<file path="config.mk">
export PLATFORM = sky130hd
export DESIGN_NAME = rom_port_arbiter
export DESIGN_NICKNAME = d
export VERILOG_FILES = /design/src/rtl/rom_port_arbiter.sv
export SDC_FILE = /design/constraint.sdc
export NUM_CORES = 1
export LEC_CHECK = 0
export CAP_MARGIN = 5
export CORE_MARGIN = 2
export CORE_UTILIZATION = 31
export CTS_CLUSTER_DIAMETER = 100
export DETAILED_ROUTE_END_ITERATION = 7
export PLACE_DENSITY = 0.82
export SLEW_MARGIN = 0
export SYNTH_ARGS = -nofsm -noshare
export SYNTH_HDL_FRONTEND = slang
export SYNTH_SLANG_ARGS = --single-unit
</file>
<file path="constraint.sdc">
create_clock -name clk -period 1.8 [get_ports clk]
set_input_delay 0.18 -clock clk [delete_from_list [all_inputs] [get_ports clk]]
set_output_delay 0.18 -clock clk [all_outputs]
set_load 0.005 [all_outputs]
</file>
<file path="src/rtl/rom_port_arbiter.sv">
// rom_port_arbiter: shares the single-read-port instruction ROM between fetch (I) and data (D).
// Optional build macro: ROM_ARB_ALIGN_CHECK_EN adds registered misaligned-address flags on rerr_*.
module rom_port_arbiter #(
   parameter int ADDR_W       = 16,
   parameter int STARVE_LIMIT = 4
) (
   input  logic              clk,
   input  logic              reset_n,
   input  logic              req_i,
   input  logic [ADDR_W-1:0] addr_i,
   output logic              gnt_i,
   output logic              rvalid_i,
   output logic [31:0]       rdata_i,
   output logic              rerr_i,
   input  logic              req_d,
   input  logic [ADDR_W-1:0] addr_d,
   output logic              gnt_d,
   output logic              rvalid_d,
   output logic [31:0]       rdata_d,
   output logic              rerr_d,
   output logic [ADDR_W-1:0] rom_address,
   input  logic [31:0]       rom_data,
   output logic              starved
);

   // Owner encoding doubles as the response valids: bit 0 = I, bit 1 = D.
   typedef enum logic [1:0] {
      OWN_NONE = 2'b00,
      OWN_I    = 2'b01,
      OWN_D    = 2'b10
   } owner_t;

   localparam logic [3:0] LIMIT = 4'(STARVE_LIMIT);

   owner_t            owner;
   logic [ADDR_W-1:0] held_addr;
   logic [3:0]        starve_cnt;

   function automatic logic [3:0] starve_next(input logic [3:0] cnt,
                                              input logic       req,
                                              input logic       gnt);
      if (!req || gnt) return 4'd0;
      if (cnt >= LIMIT) return LIMIT;
      return cnt + 4'd1;
   endfunction

   assign starved = (starve_cnt == LIMIT);

   // Grants are held low during reset so rom_address falls back to the cleared hold register.
   assign gnt_i = reset_n & req_i & (~req_d | starved);
   assign gnt_d = reset_n & req_d & ~gnt_i;

   always_comb begin
      rom_address = held_addr;
      if (gnt_i) begin
         rom_address = addr_i;
      end else if (gnt_d) begin
         rom_address = addr_d;
      end
   end

   always_ff @(posedge clk or negedge reset_n) begin
      if (!reset_n) begin
         owner      <= OWN_NONE;
         held_addr  <= '0;
         starve_cnt <= 4'd0;
      end else begin
         if (gnt_i) begin
            owner <= OWN_I;
         end else if (gnt_d) begin
            owner <= OWN_D;
         end else begin
            owner <= OWN_NONE;
         end
         if (gnt_i || gnt_d) begin
            held_addr <= rom_address;
         end
         starve_cnt <= starve_next(starve_cnt, req_i, gnt_i);
      end
   end

   assign rvalid_i = owner[0];
   assign rvalid_d = owner[1];
   assign rdata_i  = rom_data;
   assign rdata_d  = rom_data;

`ifdef ROM_ARB_ALIGN_CHECK_EN
   logic mis_i;
   logic mis_d;

   always_ff @(posedge clk or negedge reset_n) begin
      if (!reset_n) begin
         mis_i <= 1'b0;
         mis_d <= 1'b0;
      end else begin
         mis_i <= gnt_i & (addr_i[1:0] != 2'b00);
         mis_d <= gnt_d & (addr_d[1:0] != 2'b00);
      end
   end

   assign rerr_i = mis_i;
   assign rerr_d = mis_d;
`else
   assign rerr_i = 1'b0;
   assign rerr_d = 1'b0;
`endif

endmodule
</file>
==> flow_metrics.py <==
metrics = {
    "clock_network": {
        "numCtsBuffers": 3,
        "clockRootBuffer": "clkbuf_8",
        "cts_tree": "built",
        "clk_pin_slew_worst_paths_ns": 0.08,
        "clock_path_buffers": 2,
        "htreeDepth": 1,
        "clk_latency_ns": 0.26,
        "clock_sinks": 22,
    },
    "setup_path": {
        "start_kind": "flip-flop",
        "crit_fanout": 5,
        "critical_path_depth": 7,
        "cp_slowest_cell": "dfrtp_1",
        "end_kind": "output pin",
        "cp.arrival_ns": 1.88,
        "reg2regPathDepth": 9,
        "crit_chain": "inv_2, ha_4, nand3b_4, o211a_4, buf_4, a221o_1, buf_2",
        "critPathMaxStageDelay_ns": 0.40,
        "crit_type": "reg -> out",
        "cp_top_family": "compound AO/OA/AOI/OAI gates",
        "crit_buf_inv": 3,
        "required_ns": 1.62,
    },
    "layout": {
        "final_cell_mix": "36 x clkdlybuf4s50_1, 29 x a221o_1, 24 x buf_4, 22 x dfrtp_1",
        "finalNetCount": 266,
        "syn2layout_area_growth_pct": 35.2,
        "final_common_cell": "clkdlybuf4s50_1",
        "drive_gt1_frac": 0.390,
        "diodes": 0,
        "finish.utilization": 0.437,
    },
    "timing": {
        "min_period_over_period": 1.14,
        "rsz0062_at_grt": "yes",
        "final_max_slew_viol_count": 0,
        "setup_slack_ns": -0.256,
        "finClkSkew_ns": 0.000522,
        "fin_setup_tns_ns": -3.52,
        "period_needed_ns": 2.06,
        "setup_violations": 26,
        "hold_viol_final": 0,
        "maxClockFrequency_mhz": 486,
    },
    "yosys": {
        "syn-mean-instance-area_um2": 10.3,
        "synth.top_cell.area_share": 0.329,
        "yosysWarnings": 0,
        "synth_seq_cells": 22,
        "synth_area_mm2": 0.00167,
        "synth_top_cell_by_area": "dfrtp_1",
        "ys_seq_area_frac": 0.329,
        "synth.area.top_cells": "dfrtp_1 33%, buf_4 30%, a221o_1 17%, and2_1 6.0%, a221o_2 2.0%",
        "syn_inst": 162,
        "yosysUniqueCellTypes": 19,
    },
    "floorplan": {
        "ios": 155,
        "die_area_mm2": 0.00600,
        "start_util": 0.323,
        "die_h_um": 77.5,
        "die_w_um": 77.5,
        "num_rows": 26,
        "core_mm2": 0.00517,
    },
    "global_routing": {
        "grt_use_total": 0.146,
        "grt_pass1_wl_um": 6990,
        "grt_max_degree": 17,
        "grt_pass1_vias": 1424,
        "grt_overflow_total": 0,
        "antenna_found_initial": 0,
    },
    "power": {
        "p_switching_mw": 0.372,
        "sw_frac_of_total": 0.244,
        "p_per_area_mw_per_mm2": 674,
        "seqPwrFrac": 0.369,
        "pwr-share-comb": 0.327,
        "p_clk_frac": 0.304,
        "vdd_drop_max_mv": 0.696,
        "internal-power_mw": 1.15,
        "leakage_nw": 1.04,
    },
    "drt": {
        "drt_iter0_markers": 61,
        "drc": 0,
        "vias": 1277,
        "dr.pass1.iters": 4,
        "via_per_inst": 4.82,
        "ant_nets": 0,
        "wirelength_um": 4390,
        "wl_per_cell_um": 16.6,
    },
    "status": {
        "outcome": "finished with violations",
        "violations": "setup timing",
    },
    "placement": {
        "place.gp.congestion": 0.667,
        "hpwl_um": 2610,
        "portBuffers": 56,
    },
    "flow_run": {
        "maxCapViolCount": 0,
    },
    "worst_hold_path": {
        "hp-class": "in -> async",
    },
}
==> cells by family (layout without fill, tap and decap cells) <==
family                   Yosys count  after routing  share of synthesized area
buffers and inverters             77            106                      0.337
AO/OA/AOI/OAI                     36             38                      0.225
flip-flops                        22             22                      0.329
adder cells (fa/ha/maj)            2              2                     0.0150
AND/OR/NAND/NOR                   24             24                     0.0920
other                              1              3                    0.00224
==> cells in the mapped netlist (all sizes together) <==
| cell | instances |
|---|---|
| nand2 | 3 |
| conb | 1 |
| dfrtp | 22 |
| nor4 | 2 |
| inv | 4 |
| and2 | 16 |
| a21oi | 1 |
| a221o | 32 |
| nand3b | 1 |
| ha | 2 |
| clkbuf | 1 |
| o21ai | 1 |
| nor3 | 2 |
| buf | 72 |
| o211a | 2 |
==> power by group through the flow <==
stage | logic, mW | clock network [mW] | registers [mW]
global placement | 0.444 | 0 | 0.572
global route | 0.540 | 0.503 | 0.569
floorplan | 0.305 | 0 | 0.569
detailed placement | 0.459 | 0 | 0.573
finish | 0.499 | 0.463 | 0.562
CTS | 0.482 | 0.478 | 0.563
==> final cells by class <==
class,count,area [um^2]
Inverter,4,15.0
Multi-Input combinational cell,67,622
Tap cell,70,87.6
Clock buffer,3,41.3
Fill cell,478,2910
Clock inverter,1,30.0
Timing Repair Buffer,98,915
Sequential cell,22,551
==> state kept, by name, indices dropped and copies added (netlist names) <==
register	cells
held_addr	16
owner	2
starve_cnt	4
==> per-stage QoR <==
step                power (mW)  instances  area [um^2]  hold slack (ns)  setup WS (ns)
CTS                       1.52        258         2180            0.300         -0.296
global placement          1.02        232         1920            0.360         -0.458
floorplan                0.875        164         1680           -0.116          0.201
detailed placement        1.03        232         1920            0.360         -0.508
global route              1.61        265         2260            0.356         -0.315
finish                    1.52        265         2260            0.328         -0.256
==> final timing paths <==
path / start / end / slack (ns)
worst max-delay path: starve_cnt[0] / rom_address[13] / -0.26
worst min-delay path: reset_n / owner[1] / 0.33
worst max register to register: starve_cnt[0] / held_addr[11] / -0.07
worst min register to register: starve_cnt[3] / starve_cnt[1] / 0.56
max in group asynchronous: reset_n / held_addr[7] / 1.29
min in group clk: rom_data[12] / rdata_d[12] / 0.36
==> worst register-to-register path: stages, from the launching register on <==
cell      delay [ns]
dfrtp_1         0.40
inv_2           0.08
ha_4            0.13
nand3b_4        0.13
buf_6           0.15
o211a_4         0.25
buf_6           0.12
buf_6           0.11
buf_6           0.10
a221o_1         0.29
==> per-layer routing <==
layer,vias up,track usage,wire length (um)
met5,-,0,0
li1,593,-,-
met1,628,0.175,1840
met2,48,0.249,2220
met3,8,0.0430,257
met4,0,0.0482,64
==> repair_timing <==
item                       in CTS  in global routing
gates cloned                    3                  0
setup endpoints to repair      19                 25
hold buffers                    0                  0
pin swaps                       9                  6
gates resized for setup        91                  8
buffers inserted               19                  8
Note: power is estimated with default switching activity, not from simulation.
